$ cat src/rtl/pixel_bit_shifter_pkg.sv
// rtl/pixel_bit_shifter_pkg.sv - shared widths, defaults and FSM encoding for the pixel bit shifter
package pixel_bit_shifter_pkg;

  localparam int GRB_WIDTH        = 24;
  localparam int DEF_LED_COUNT    = 64;
  localparam int DEF_RESET_CYCLES = 3000;

  typedef enum logic [1:0] {
    ST_STREAM    = 2'd0,
    ST_LATCH_ARM = 2'd1,
    ST_LATCH_CNT = 2'd2
  } state_t;

endpackage

$ cat src/rtl/pixel_bit_shifter_if.sv
// rtl/pixel_bit_shifter_if.sv - bit request, status and frame-buffer read signals of the shifter
interface pixel_bit_shifter_if
  import pixel_bit_shifter_pkg::*;
#(
  parameter int LED_COUNT    = DEF_LED_COUNT,
  parameter int BITS_PER_LED = GRB_WIDTH
) ();

  localparam int AW = (LED_COUNT > 1) ? $clog2(LED_COUNT) : 1;

  logic                    new_bit_rqst;
  logic                    bit_to_transmit;
  logic                    all_bits_shifted;
  logic                    reset_finish;
  logic                    frame_sync;
  logic                    pix_rd;
  logic [AW-1:0]           pix_addr;
  logic [BITS_PER_LED-1:0] pix_data;

  // master: the shifter itself (it drives the frame-buffer read port)
  modport master (
    input  new_bit_rqst, pix_data,
    output bit_to_transmit, all_bits_shifted, reset_finish, frame_sync, pix_rd, pix_addr
  );

  modport slave (
    output new_bit_rqst, pix_data,
    input  bit_to_transmit, all_bits_shifted, reset_finish, frame_sync, pix_rd, pix_addr
  );

endinterface

$ cat src/rtl/pixel_bit_shifter_latch_gap_timer.sv
// rtl/pixel_bit_shifter_latch_gap_timer.sv - latch gap counter with terminal-count flag
module pixel_bit_shifter_latch_gap_timer
  import pixel_bit_shifter_pkg::*;
#(
  parameter int RESET_CYCLES = DEF_RESET_CYCLES,
  localparam int GW = $clog2(RESET_CYCLES + 1)
) (
  input  logic          clk,
  input  logic          rst,
  input  logic          i_clr,
  input  logic          i_en,
  output logic [GW-1:0] o_cnt,
  output logic          o_tc
);

  logic [GW-1:0] r_cnt;

  always_ff @(posedge clk or posedge rst) begin
    if (rst) begin
      r_cnt <= '0;
    end else if (i_clr) begin
      r_cnt <= '0;
    end else if (i_en) begin
      r_cnt <= r_cnt + 1'b1;
    end
  end

  // Not gated by i_en: the caller qualifies it with its own state.
  assign o_tc  = (r_cnt == GW'(RESET_CYCLES - 1));
  assign o_cnt = r_cnt;

endmodule

$ cat src/rtl/pixel_bit_shifter.sv
// rtl/pixel_bit_shifter.sv - prefetching MSB-first pixel serialiser with frame latch gap
module pixel_bit_shifter
  import pixel_bit_shifter_pkg::*;
#(
  parameter int LED_COUNT    = DEF_LED_COUNT,
  parameter int BITS_PER_LED = GRB_WIDTH,
  parameter int RESET_CYCLES = DEF_RESET_CYCLES
) (
  input logic                  clk,
  input logic                  rst,
  pixel_bit_shifter_if.master  bus
);

  localparam int AW = (LED_COUNT > 1) ? $clog2(LED_COUNT) : 1;
  localparam int BW = (BITS_PER_LED > 1) ? $clog2(BITS_PER_LED) : 1;
  localparam int GW = $clog2(RESET_CYCLES + 1);

  state_t                  r_state;
  state_t                  w_next_state;
  logic [BITS_PER_LED-1:0] r_shift_reg;
  logic [BITS_PER_LED-1:0] r_next_word;
  logic                    r_next_valid;
  logic                    r_cap;
  logic                    r_all_bits_shifted;
  logic                    r_pix_rd;
  logic [AW-1:0]           r_pix_addr;
  logic [AW-1:0]           r_led_cnt;
  logic [BW-1:0]           r_bit_cnt;

  logic [GW-1:0]           w_gap_cnt;
  logic                    w_gap_en;
  logic                    w_gap_clr;
  logic                    w_gap_tc;
  logic                    w_start;
  logic                    w_shift;
  logic                    w_load_word;
  logic                    w_frame_done;
  logic                    w_last_bit;
  logic                    w_last_led;
  logic                    w_pix_first;
  logic                    w_underrun;

  pixel_bit_shifter_latch_gap_timer #(
    .RESET_CYCLES(RESET_CYCLES)
  ) u_gap_timer (
    .clk   (clk),
    .rst   (rst),
    .i_clr (w_gap_clr),
    .i_en  (w_gap_en),
    .o_cnt (w_gap_cnt),
    .o_tc  (w_gap_tc)
  );

  assign w_gap_en    = (r_state == ST_LATCH_CNT);
  assign w_last_bit  = (r_bit_cnt == BW'(BITS_PER_LED - 1));
  assign w_last_led  = (r_led_cnt == AW'(LED_COUNT - 1));
  assign w_pix_first = (r_state == ST_LATCH_CNT) && (w_gap_cnt == '0);
  assign w_underrun  = w_load_word && !r_next_valid;

  always_ff @(posedge clk or posedge rst) begin
    if (rst) begin
      r_state <= ST_LATCH_CNT;
    end else begin
      r_state <= w_next_state;
    end
  end

  always_comb begin
    w_next_state = r_state;
    w_gap_clr    = 1'b0;
    w_start      = 1'b0;
    w_shift      = 1'b0;
    w_load_word  = 1'b0;
    w_frame_done = 1'b0;
    case (r_state)
      ST_LATCH_CNT: begin
        if (w_gap_tc) begin
          w_start      = 1'b1;
          w_next_state = ST_STREAM;
        end
      end
      ST_STREAM: begin
        if (bus.new_bit_rqst) begin
          if (!w_last_bit) begin
            w_shift = 1'b1;
          end else if (!w_last_led) begin
            w_load_word = 1'b1;
          end else begin
            w_frame_done = 1'b1;
            w_next_state = ST_LATCH_ARM;
          end
        end
      end
      ST_LATCH_ARM: begin
        // This request closes the last bit period; the gap starts now.
        if (bus.new_bit_rqst) begin
          w_gap_clr    = 1'b1;
          w_next_state = ST_LATCH_CNT;
        end
      end
      default: w_next_state = ST_LATCH_CNT;
    endcase
  end

  always_ff @(posedge clk or posedge rst) begin
    if (rst) begin
      r_shift_reg        <= '0;
      r_next_word        <= '0;
      r_next_valid       <= 1'b0;
      r_cap              <= 1'b0;
      r_all_bits_shifted <= 1'b1;
      r_pix_rd           <= 1'b0;
      r_pix_addr         <= '0;
      r_led_cnt          <= '0;
      r_bit_cnt          <= '0;
    end else begin
      r_pix_rd <= 1'b0;
      r_cap    <= r_pix_rd;
      if (w_pix_first) begin
        r_pix_rd   <= 1'b1;
        r_pix_addr <= '0;
      end
      if (w_start) begin
        r_shift_reg        <= r_next_word;
        r_next_valid       <= 1'b0;
        r_all_bits_shifted <= 1'b0;
        r_bit_cnt          <= '0;
        r_led_cnt          <= '0;
        r_pix_rd           <= 1'b1;
        r_pix_addr         <= AW'(1);
      end
      if (w_shift) begin
        r_shift_reg <= r_shift_reg << 1;
        r_bit_cnt   <= r_bit_cnt + 1'b1;
      end
      if (w_load_word) begin
        // An empty prefetch slot is a fault; send a dark pixel and keep going.
        r_shift_reg  <= r_next_valid ? r_next_word : '0;
        r_next_valid <= 1'b0;
        r_bit_cnt    <= '0;
        r_led_cnt    <= r_led_cnt + 1'b1;
        if (r_led_cnt != AW'(LED_COUNT - 2)) begin
          r_pix_rd   <= 1'b1;
          r_pix_addr <= r_led_cnt + AW'(2);
        end
      end
      if (w_frame_done) begin
        r_all_bits_shifted <= 1'b1;
      end
      if (r_cap) begin
        r_next_word  <= bus.pix_data;
        r_next_valid <= 1'b1;
      end
    end
  end

  assign bus.bit_to_transmit  = (r_state == ST_STREAM) && r_shift_reg[BITS_PER_LED-1];
  assign bus.all_bits_shifted = r_all_bits_shifted;
  assign bus.reset_finish     = w_start;
  assign bus.frame_sync       = w_start;
  assign bus.pix_rd           = r_pix_rd;
  assign bus.pix_addr         = r_pix_addr;

endmodule

$ cat src/flat_wrapper.sv
// flat-port wrapper written by rule: the top's interface ports become plain ports
module pixel_bit_shifter_flat import pixel_bit_shifter_pkg::*;
#(
  parameter int LED_COUNT    = DEF_LED_COUNT,
  parameter int BITS_PER_LED = GRB_WIDTH,
  parameter int RESET_CYCLES = DEF_RESET_CYCLES
)
  (clk, rst, bus_new_bit_rqst, bus_pix_data, bus_bit_to_transmit, bus_all_bits_shifted, bus_reset_finish, bus_frame_sync, bus_pix_rd, bus_pix_addr);
  pixel_bit_shifter_if #(.LED_COUNT(LED_COUNT), .BITS_PER_LED(BITS_PER_LED)) bus_i ();
  input logic clk;
  input logic rst;
  input wire logic [$bits(bus_i.new_bit_rqst)-1:0] bus_new_bit_rqst;
  input wire logic [$bits(bus_i.pix_data)-1:0] bus_pix_data;
  output wire logic [$bits(bus_i.bit_to_transmit)-1:0] bus_bit_to_transmit;
  output wire logic [$bits(bus_i.all_bits_shifted)-1:0] bus_all_bits_shifted;
  output wire logic [$bits(bus_i.reset_finish)-1:0] bus_reset_finish;
  output wire logic [$bits(bus_i.frame_sync)-1:0] bus_frame_sync;
  output wire logic [$bits(bus_i.pix_rd)-1:0] bus_pix_rd;
  output wire logic [$bits(bus_i.pix_addr)-1:0] bus_pix_addr;
  assign bus_i.new_bit_rqst = bus_new_bit_rqst;
  assign bus_i.pix_data = bus_pix_data;
  assign bus_bit_to_transmit = bus_i.bit_to_transmit;
  assign bus_all_bits_shifted = bus_i.all_bits_shifted;
  assign bus_reset_finish = bus_i.reset_finish;
  assign bus_frame_sync = bus_i.frame_sync;
  assign bus_pix_rd = bus_i.pix_rd;
  assign bus_pix_addr = bus_i.pix_addr;
  pixel_bit_shifter #(.LED_COUNT(LED_COUNT), .BITS_PER_LED(BITS_PER_LED), .RESET_CYCLES(RESET_CYCLES)) u_core (.clk(clk), .rst(rst), .bus(bus_i));
endmodule
$ cat config.mk
export PLATFORM = sky130hd
export DESIGN_NAME = pixel_bit_shifter_flat
export DESIGN_NICKNAME = d
export VERILOG_FILES = /design/src/rtl/pixel_bit_shifter_pkg.sv /design/src/rtl/pixel_bit_shifter_if.sv /design/src/rtl/pixel_bit_shifter_latch_gap_timer.sv /design/src/rtl/pixel_bit_shifter.sv /design/src/flat_wrapper.sv
export SDC_FILE = /design/constraint.sdc
export NUM_CORES = 1
export LEC_CHECK = 0
export BUFFER_PORTS_ARGS = -buffer_cell sky130_fd_sc_hd__buf_2
export CELL_PAD_IN_SITES_DETAIL_PLACEMENT = 1
export CELL_PAD_IN_SITES_GLOBAL_PLACEMENT = 2
export CORE_MARGIN = 8
export CORE_UTILIZATION = 37
export CTS_BUF_LIST = sky130_fd_sc_hd__clkbuf_8 sky130_fd_sc_hd__clkbuf_16
export DETAILED_ROUTE_END_ITERATION = 12
export PLACE_DENSITY = 0.85
export SYNTH_ARGS = -nofsm -noshare
export SYNTH_HDL_FRONTEND = slang
export SYNTH_SLANG_ARGS = --single-unit
$ cat constraint.sdc
create_clock -name clk -period 2.2 [get_ports clk]
set_input_delay 0.22 -clock clk [delete_from_list [all_inputs] [get_ports clk]]
set_output_delay 0.22 -clock clk [all_outputs]
set_load 0.01 [all_outputs]
==> results of run 1 <==
## final timing paths
path | start | depth (start not counted) | slack, ps | to
worst min register to register | u_core.bus.pix_rd | 0 | 370 | u_core.r_cap
worst max-delay path | u_core.u_gap_timer.o_cnt[3] | 4 | 70 | bus_reset_finish
min in group asynchronous | rst | 4 | 530 | u_core.r_next_word[5]
worst min-delay path | bus_pix_data[9] | 2 | 90 | u_core.r_next_word[9]
max in group asynchronous | rst | 4 | 1300 | u_core.r_state[0]
worst max register to register | u_core.u_gap_timer.o_cnt[3] | 6 | 90 | u_core.r_shift_reg[3]
## logic make-up after synthesis
group / after synthesis / share of synthesized area [%]
AO/OA/AOI/OAI: 67 / 16.6
buffers and inverters: 25 / 3.71
XOR/XNOR: 7 / 1.50
adder cells (fa/ha/maj): 6 / 1.84
AND/OR/NAND/NOR: 86 / 11.4
flip-flops: 83 / 51.0
multiplexers: 54 / 14.0
## report_power, final
part | total, W | leakage (nW) | switching, W | internal (W)
sequential | 0.00153 | 1.12 | 0.00000111 | 0.00153
combinational | 0.0000608 | 1.01 | 0.0000370 | 0.0000238
clock | 0.00106 | 0.0981 | 0.000546 | 0.000513
## layout by cell type, fill, tap and decap left out, types with 6 or more instances in the layout
| cell type | n |
|---|---|
| mux2_2 | 24 |
| a21oi_1 | 9 |
| mux2i_1 | 30 |
| nor2_1 | 14 |
| inv_1 | 7 |
| clkbuf_8 | 9 |
| o21ai_0 | 7 |
| ha_1 | 6 |
| dfrtp_1 | 80 |
| nand3_1 | 14 |
| o2bb2ai_2 | 18 |
| buf_4 | 21 |
| buf_2 | 37 |
| nand2_1 | 22 |
## synth_stat cells, types with 4 or more instances
| library cell | count |
|---|---|
| mux2i_1 | 30 |
| o22ai_1 | 5 |
| nor3_1 | 4 |
| buf_6 | 5 |
| nand2_1 | 22 |
| inv_1 | 6 |
| nor3b_1 | 4 |
| a21o_1 | 4 |
| nand3_1 | 14 |
| o2bb2ai_2 | 18 |
| mux2_2 | 24 |
| xor2_1 | 4 |
| clkbuf_1 | 9 |
| a21oi_1 | 9 |
| and3_1 | 4 |
| nor2_1 | 14 |
| ha_1 | 6 |
| dfrtp_1 | 81 |
| o21ai_0 | 7 |
## through the flow
step	std cells	instance area, um^2	total power, W
finish	529	4780	0.00265
global route	529	4780	0.00276
detailed placement	503	4500	0.00162
global placement	503	4500	0.00162
floorplan	328	4090	0.00158
CTS	522	4720	0.00270
## final cells by class
cell class	instances	area [um^2]	share of cell area [%]
sequential	83	2080	43.5
multi-input combinational	220	1850	38.7
timing repair buffer	64	453	9.47
tap	140	175	3.66
clock buffer	9	124	2.59
clock inverter	6	58.8	1.23
inverter	7	42.5	0.889
## per-layer routing
layer	vias to the layer above	global-route usage, %
li1	1317	-
met1	1440	15.6
met2	40	22.6
met3	10	3.07
met4	0	4.84
met5	-	0
## worst register-to-register path, cell delays in order (launching register included)
cell	delay (ps)
dfrtp_1	390
or3_4	410
or4_4	550
buf_4	200
o21a_2	150
buf_12	170
o2bb2ai_2	140
## what timing repair did
item	4_1_cts	5_1_grt
hold buffers	1	0
buffers inserted	3	7
endpoints found under the hold margin	53	0
pin swaps	1	2
setup endpoints to repair	2	4
gates resized for setup	0	1
==> reports/qor.yml, run 1 <==
worst_setup_path:
  path_buf_inv: 2
  cp_top_family: "simple AND/OR/NAND/NOR gates"
  endpoint_kind: "primary output"
  crit_type: "register to primary output"
  critPathMaxStageDelay_ps: 550
  critical_path_required_ps: 1980
  path_cells: "or3_4 -> or4_4 -> clkinv_8 -> buf_2"
  crit_arrival_ps: 1910
  cpMaxStageDelayCell: "or4_4"
  worst_setup_path_start_kind: "register"
  critical_path.max_fanout: 7
clocking:
  worstSkewPairLatency_ps: 350
  clockRootBuffer: "clkbuf_8"
  clk_pin_slew_ps: 80
  cts_max_path_buffers: 2
  cts_tree: "built"
  htree_levels: 3
  cts.sinks: 83
  numCtsBuffers: 9
timing:
  setup_viol: 0
  max_slew.worst_pin.slew_ps: 847
  skew_ps: 14.0
  whs_ps: 90.4
  slew_violations: 0
  rsz0062_at_grt: "false"
  period_minus_slack_ps: 2130
  max_freq_ghz: 0.469
  timing.final.ws_setup_ps: 66.6
  slew_headroom_pct: 43.3
  fin_crit_sh_pct: 97.0
  tns_ps: 0
  hold_viol_final: 0
yosys:
  synth.avg_cell_area_um2: 12.4
  yosys_warnings: 0
  synth_top_area_share_pct: 49.7
  post_synth_num_cell_types: 56
  yosysSeqAreaShare_pct: 51.0
  syn_nets: 361
  synth_seq_cells: 83
  synthTopCellsByArea: "dfrtp_1, mux2i_1, o2bb2ai_2"
  synth-async-reset-ratio_pct: 100
  yosys.area.top_type: "dfrtp_1"
  netlist_area_mm2: 0.00408
  synth_flop_cell: "dfrtp_1"
  syn_inst: 328
  synth_edf_count: 0
drt:
  vias: 2807
  dr.max_layer_used: "met4"
  wl_per_cell_um: 17.0
  vias_per_cell: 5.31
  drcViolationCount: 0
  detail-route-antenna-nets: 0
  drt-met1-wl_um: 3930
  wl_met3_um: 326
  route.met2.wl_um: 4620
  drt_iter0_markers: 84
  routed_wl_um: 8990
  first_pass_iters: 4
placement:
  gp_congestion: 0.798
  port_buffers: 37
  hpwlAfterDp_um: 6420
  pre_cts_ws_ps: 97.1
floorplan:
  io_pins: 38
  fp-row-count: 38
  die_y_um: 121
  start_util_pct: 37.8
  die_area_mm2: 0.0146
  die_width_um: 121
  core_mm2: 0.0108
pwr:
  power_density_mw_per_mm2: 553
  power_leakage_nw: 2.23
  ir_worst_vdd_uv: 264
global_routing:
  grt_pass1_vias: 3015
  antenna_found_initial: 0
  grt_pass1_wl_um: 15300
  grt_max_degree: 84
  grt-ovfl-total: 0
  track_usage_pct: 13.1
run_status:
  status: "finished clean"
finish:
  fill_cells: 1159
  num_antenna_cells: 0
  utilization_pct: 44.3
  drive_above_1_share_pct: 35.5
  layout.nets: 418
  area_delta_synth_final_pct: 17.2
hold_path:
  worstHoldPathType: "primary input to register"
run:
  drv_cap: 0
No activity file was read; power rests on OpenSTA's default activity.
==> inputs of run 2 (changes only) <==
GPL_TIMING_DRIVEN = 0   (was unset)
==> run 2 against run 1 <==
- the run now ends with setup timing left
- critical path depth increased by 1
- global-route usage decreased by 0.24 points
- via count down 0.36%
- combinational power increased by 9.7%
- power rose by 7.6%
- register-to-register slack barely moved
- utilization increased by 0.85 points
- design area rose by 1.9%
- non-clock buffer count rose by 9
- hold slack worse by 12 ps
- sequential cell count unchanged
==> reports/qor.yml, run 2 (same netlist as run 1, synthesis figures left out) <==
clocking:
  clk_pin_slew_ps: 90  # about the same
  numCtsBuffers: 9  # unchanged
  htree_levels: 3  # unchanged
  cts_tree: "built"
  clockRootBuffer: "clkbuf_8"
  cts.sinks: 83  # unchanged
  cts_max_path_buffers: 2  # unchanged
  worstSkewPairLatency_ps: 370  # +20 ps
global_routing:
  grt_pass1_wl_um: 15100  # -1.6%
  grt-ovfl-total: 0  # unchanged
  grt_max_degree: 40  # -52%
  antenna_found_initial: 0  # unchanged
  track_usage_pct: 12.9  # -0.24 points
  grt_pass1_vias: 3077  # +2.1%
timing:
  max_freq_ghz: 0.452  # -3.5%
  skew_ps: 13.4  # -0.649 ps
  period_minus_slack_ps: 2210  # +78.4 ps
  max_slew.worst_pin.slew_ps: 590  # -257 ps
  fin_crit_sh_pct: 101  # +3.6 points
  tns_ps: -11.8  # -11.8 ps
  timing.final.ws_setup_ps: -11.8  # -78.4 ps
  hold_viol_final: 0  # unchanged
  slew_violations: 0  # unchanged
  setup_viol: 1  # +1
  rsz0062_at_grt: "true"
  slew_headroom_pct: 60.7  # +17 points
floorplan:
  die_y_um: 121  # unchanged
  fp-row-count: 38  # unchanged
  core_mm2: 0.0108  # unchanged
  io_pins: 38  # unchanged
  die_width_um: 121  # unchanged
  die_area_mm2: 0.0146  # unchanged
  start_util_pct: 37.8  # unchanged
run_status:
  violations: "setup timing"
  status: "finished, violations left"
drt:
  first_pass_iters: 4  # unchanged
  vias_per_cell: 5.19  # -2.2%
  wl_per_cell_um: 16.6  # -2.6%
  drt_iter0_markers: 92  # +9.5%
  vias: 2797  # -0.36%
  detail-route-antenna-nets: 0  # unchanged
  drcViolationCount: 0  # unchanged
  routed_wl_um: 8930  # -0.77%
worst_setup_path:
  critical_path_required_ps: 1980  # about the same
  crit_top_cell: "buf_6"
  critPathMaxStageDelay_ps: 550  # about the same
  rrSetupSlack_ps: 80  # about the same
  cpMaxStageDelayCell: "or4_4"
  critical_path.max_fanout: 6  # -1
  worst_setup_path_start_kind: "register"
  reg2reg_depth: 6  # unchanged
  path_cells: "or3_4 -> or4_4 -> clkinv_8 -> buf_6 -> buf_6"
  endpoint_kind: "primary output"
  crit_type: "register to primary output"
  crit_arrival_ps: 1990  # +80 ps
pwr:
  power_density_mw_per_mm2: 584  # +5.6%
  power_leakage_nw: 2.26  # +1.6%
  ir_worst_vdd_uv: 367  # +39%
hold_path:
  holdPathStages: 2  # unchanged
  worstHoldPathType: "primary input to register"
placement:
  hpwlAfterDp_um: 6340  # -1.3%
  port_buffers: 37  # unchanged
  gp_congestion: 0.777  # -2.6%
  place_inst: 507  # +0.80%
finish:
  utilization_pct: 45.2  # +0.85 points
  instances_no_fill: 539  # +1.9%
  area_delta_synth_final_pct: 19.5
  layout.nets: 427  # +2.2%
  num_antenna_cells: 0  # unchanged
  final_common_cell: "dfrtp_1"
  fill_cells: 1168  # +0.78%
  final_cell_mix: "dfrtp_1, buf_2, mux2i_1"
  drive_above_1_share_pct: 36.6  # +1.1 points
run:
  drv_cap: 0  # unchanged
[run 2: cell types whose count changed in the layout (fill, tap and decap cells not counted), sizes merged]
cell	change
clkbuf	+8
buf	+2
bufinv	+1
clkinv	+1
clkinvlp	-1
inv	-1
[run 2: layout make-up]
cell class	count	area (um^2)	share of cell area, %
multi-input cells	220	1880	38.5
clock buffers	10	138	2.82
well taps	140	175	3.59
repair buffers	58	377	7.72
flip-flops and latches	83	2080	42.7
plain buffers	15	97.6	2.00
clock inverters	6	90.1	1.85
inverters	7	42.5	0.872
[run 2: worst paths after layout]
path,start,endpoint
max,u_core.u_gap_timer.o_cnt[3],bus_reset_finish
min,bus_pix_data[16],u_core.r_next_word[16]
max reg2reg,u_core.u_gap_timer.o_cnt[3],u_core.r_shift_reg[4]
min reg2reg,u_core.bus.pix_rd,u_core.r_cap
max in group asynchronous,rst,u_core.r_state[1]
min in group asynchronous,rst,u_core.r_next_word[9]
[run 2: per-layer routing]
metal  vias up  global-route usage, %  wire [um]
li1       1342                      -          -
met1      1408                   15.6       4050
met2        34                   21.6       4430
met3        13                   3.49        295
met4         0                   4.53        146
met5         -                      0          0
[run 2: power breakdown]
group,switching [W],internal (W)
Combinational,0.0000394,0.0000273
Clock,0.000580,0.000674
Sequential,0.00000112,0.00153
[run 2: critical path: cells and delay by family, from the launching register on]
| kind | cells | cell delay [ps] |
|---|---|---|
| DFF | 1 | 410 |
| buffers and inverters | 3 | 240 |
| and+or+nand+nor | 2 | 950 |
[run 2: timing repair]
| item | CTS | global route |
|---|---|---|
| hold buffers | 1 | 0 |
| endpoints found under the setup margin | 9 | 43 |
| buffers inserted | 5 | 13 |
| resized for setup | 7 | 4 |
| endpoints found under the hold margin | 12 | 0 |
| pin swaps | 2 | 4 |
[run 2: through the flow]
step / area [um^2] / setup slack (ps) / hold WS, ps / total power [W]
finish: 4880 / -11.8 / 78.7 / 0.00285
floorplan: 4090 / 210 / 372 / 0.00158
detailed placement: 4490 / -124 / 221 / 0.00163
global route: 4880 / -57.1 / 67.7 / 0.00292
global placement: 4450 / -105 / 357 / 0.00162
CTS: 4780 / -66.1 / 57.6 / 0.00289
==> inputs of run 3 (changes only) <==
CTS_BUF_LIST = sky130_fd_sc_hd__clkbuf_16   (was sky130_fd_sc_hd__clkbuf_8 sky130_fd_sc_hd__clkbuf_16)
==> run 3 against run 2 <==
- the run now ends clean
- clock-buffer cell count is 1 lower
- clock skew down 2.6 ps
- global-route usage rose by 0.36 points
- largest power group is now the clock network
- highest routed layer unchanged
==> reports/qor.yml, run 3 (same netlist as run 1, synthesis figures left out) <==
run_status:
  status: "finished clean"
timing:
  period_minus_slack_ps: 2180  # -36.0 ps
  max_slew.worst_pin.slew_ps: 603  # +13.5 ps
  slew_headroom_pct: 59.8  # -0.90 points
  timing.final.ws_setup_ps: 24.2  # +36.0 ps
  skew_ps: 10.8  # -2.56 ps
  setup_viol: 0  # -1
  hold_viol_final: 0  # unchanged
  fin_crit_sh_pct: 98.9  # -1.6 points
  slew_violations: 0  # unchanged
  max_freq_ghz: 0.460  # +1.7%
finish:
  fill_cells: 1169  # +0.086%
  num_antenna_cells: 0  # unchanged
  final_common_cell: "dfrtp_1"
  fin_area_mm2: 0.00497  # +1.8%
  final_cell_mix: "dfrtp_1, buf_2, mux2i_1"
  area_delta_synth_final_pct: 21.7
  instances_no_fill: 537  # -0.37%
  layout.nets: 425  # -0.47%
  drive_above_1_share_pct: 36.3  # -0.32 points
floorplan:
  die_width_um: 121  # unchanged
  io_pins: 38  # unchanged
  die_area_mm2: 0.0146  # unchanged
  die_y_um: 121  # unchanged
  fp-row-count: 38  # unchanged
  start_util_pct: 37.8  # unchanged
  core_mm2: 0.0108  # unchanged
worst_setup_path:
  critPathMaxStageDelay_ps: 560  # about the same
  crit_top_cell: "buf_6"
  worst_setup_path_start_kind: "register"
  cpMaxStageDelayCell: "or4_4"
  crit_arrival_ps: 1960  # -30 ps
  endpoint_kind: "primary output"
  crit_type: "register to primary output"
  rrSetupSlack_ps: 90  # about the same
  path_cells: "or3_4 -> or4_4 -> clkinv_8 -> buf_6 -> buf_6"
  critical_path_required_ps: 1980  # about the same
  critical_path.max_fanout: 7  # +1
placement:
  pre_cts_ws_ps: -124  # unchanged
  hpwlAfterDp_um: 6340  # unchanged
  port_buffers: 37  # unchanged
  place_area_mm2: 0.00449  # unchanged
  gp_congestion: 0.777  # unchanged
  place_inst: 507  # unchanged
drt:
  route.met2.wl_um: 4670  # +5.3%
  dr.max_layer_used: "met4"
  drt_iter0_markers: 116  # +26%
  detail-route-antenna-nets: 0  # unchanged
  drt-met1-wl_um: 4100  # +1.2%
  drcViolationCount: 0  # unchanged
  wl_per_cell_um: 17.1  # +3.3%
  first_pass_iters: 4  # unchanged
  vias: 2800  # +0.11%
  wl_met3_um: 310  # +5.1%
  routed_wl_um: 9190  # +2.9%
  vias_per_cell: 5.21  # +0.48%
global_routing:
  track_usage_pct: 13.3  # +0.36 points
  grt_max_degree: 40  # unchanged
  grt-ovfl-total: 0  # unchanged
  grt_pass1_wl_um: 15400  # +2.2%
  antenna_found_initial: 0  # unchanged
  grt_pass1_vias: 3083  # +0.19%
pwr:
  ir_worst_vdd_uv: 538  # +47%
  power_density_mw_per_mm2: 648  # +11%
  power_leakage_nw: 2.30  # +1.6%
clocking:
  clockRootBuffer: "clkbuf_16"
  worstSkewPairLatency_ps: 340  # -30 ps
  clk_pin_slew_ps: 60  # -30 ps
  numCtsBuffers: 9  # unchanged
  cts.sinks: 83  # unchanged
  cts_max_path_buffers: 2  # unchanged
  cts_tree: "built"
  htree_levels: 3  # unchanged
run:
  drv_cap: 0  # unchanged
hold_path:
  worstHoldPathType: "primary input to register"
==> run 3: cell types whose count changed in the layout (fill, tap and decap cells not counted), sizes merged <==
cell / change
clkbuf: -1
clkinv: +1
buf: -2
==> run 3: layout make-up <==
class                   instances  area (um^2)  area share (%)
repair buffers                 56          362            7.28
clock inverters                 7         93.8            1.89
flip-flops and latches         83         2080            41.9
clock buffers                   9          225            4.54
well taps                     140          175            3.53
inverters                       7         42.5           0.857
plain buffers                  15          101            2.04
multi-input cells             220         1890            38.0
==> run 3: repair_timing <==
action / 4_1_cts / 5_1_grt
pin swaps: 2 / 4
buffers inserted: 5 / 11
setup endpoints to repair: 13 / 42
hold buffers: 1 / 0
endpoints found under the hold margin: 12 / 0
gates resized for setup: 8 / 8
==> run 3: path summary, 6_finish.rpt <==
check | from | to | cells after the start
worst max register to register | u_core.u_gap_timer.o_cnt[3] | u_core.r_shift_reg[4] | 6
max in group asynchronous | rst | u_core.r_state[1] | 4
worst min register to register | u_core.bus.pix_rd | u_core.r_cap | 0
worst min-delay path | bus_pix_data[16] | u_core.r_next_word[16] | 2
worst max-delay path | u_core.u_gap_timer.o_cnt[3] | bus_reset_finish | 5
min in group asynchronous | rst | u_core.r_next_word[9] | 3
==> run 3: critical path: cells and delay by family (launching register included) <==
kind / cells / cell delay [ps]
AND/OR/NAND/NOR: 2 / 950
flip-flops: 1 / 400
buffers and inverters: 3 / 250
==> run 3: routing by layer <==
layer  GRT usage [%]  vias up
met1            15.7     1422
li1                -     1330
met3            3.49        8
met2            22.7       40
met4            4.68        0
met5               0        -
==> run 3: where the power goes <==
group / internal, W / switching [W] / leakage, nW / total (W)
Sequential: 0.00153 / 0.00000113 / 1.12 / 0.00153
Clock: 0.000994 / 0.000628 / 0.159 / 0.00162
Combinational: 0.0000273 / 0.0000394 / 1.02 / 0.0000667
==> run 3: through the flow <==
| step | TNS [ps] | util [%] | total power, W | hold WS [ps] |
|---|---|---|---|---|
| global route | -4.08 | 46.0 | 0.00330 | 102 |
| global placement | -239 | 41.2 | 0.00162 | 357 |
| detailed placement | -266 | 41.6 | 0.00163 | 221 |
| CTS | -28.6 | 45.2 | 0.00326 | 91.2 |
| floorplan | 0 | - | 0.00158 | 372 |
| finish | 0 | 46.0 | 0.00322 | 103 |
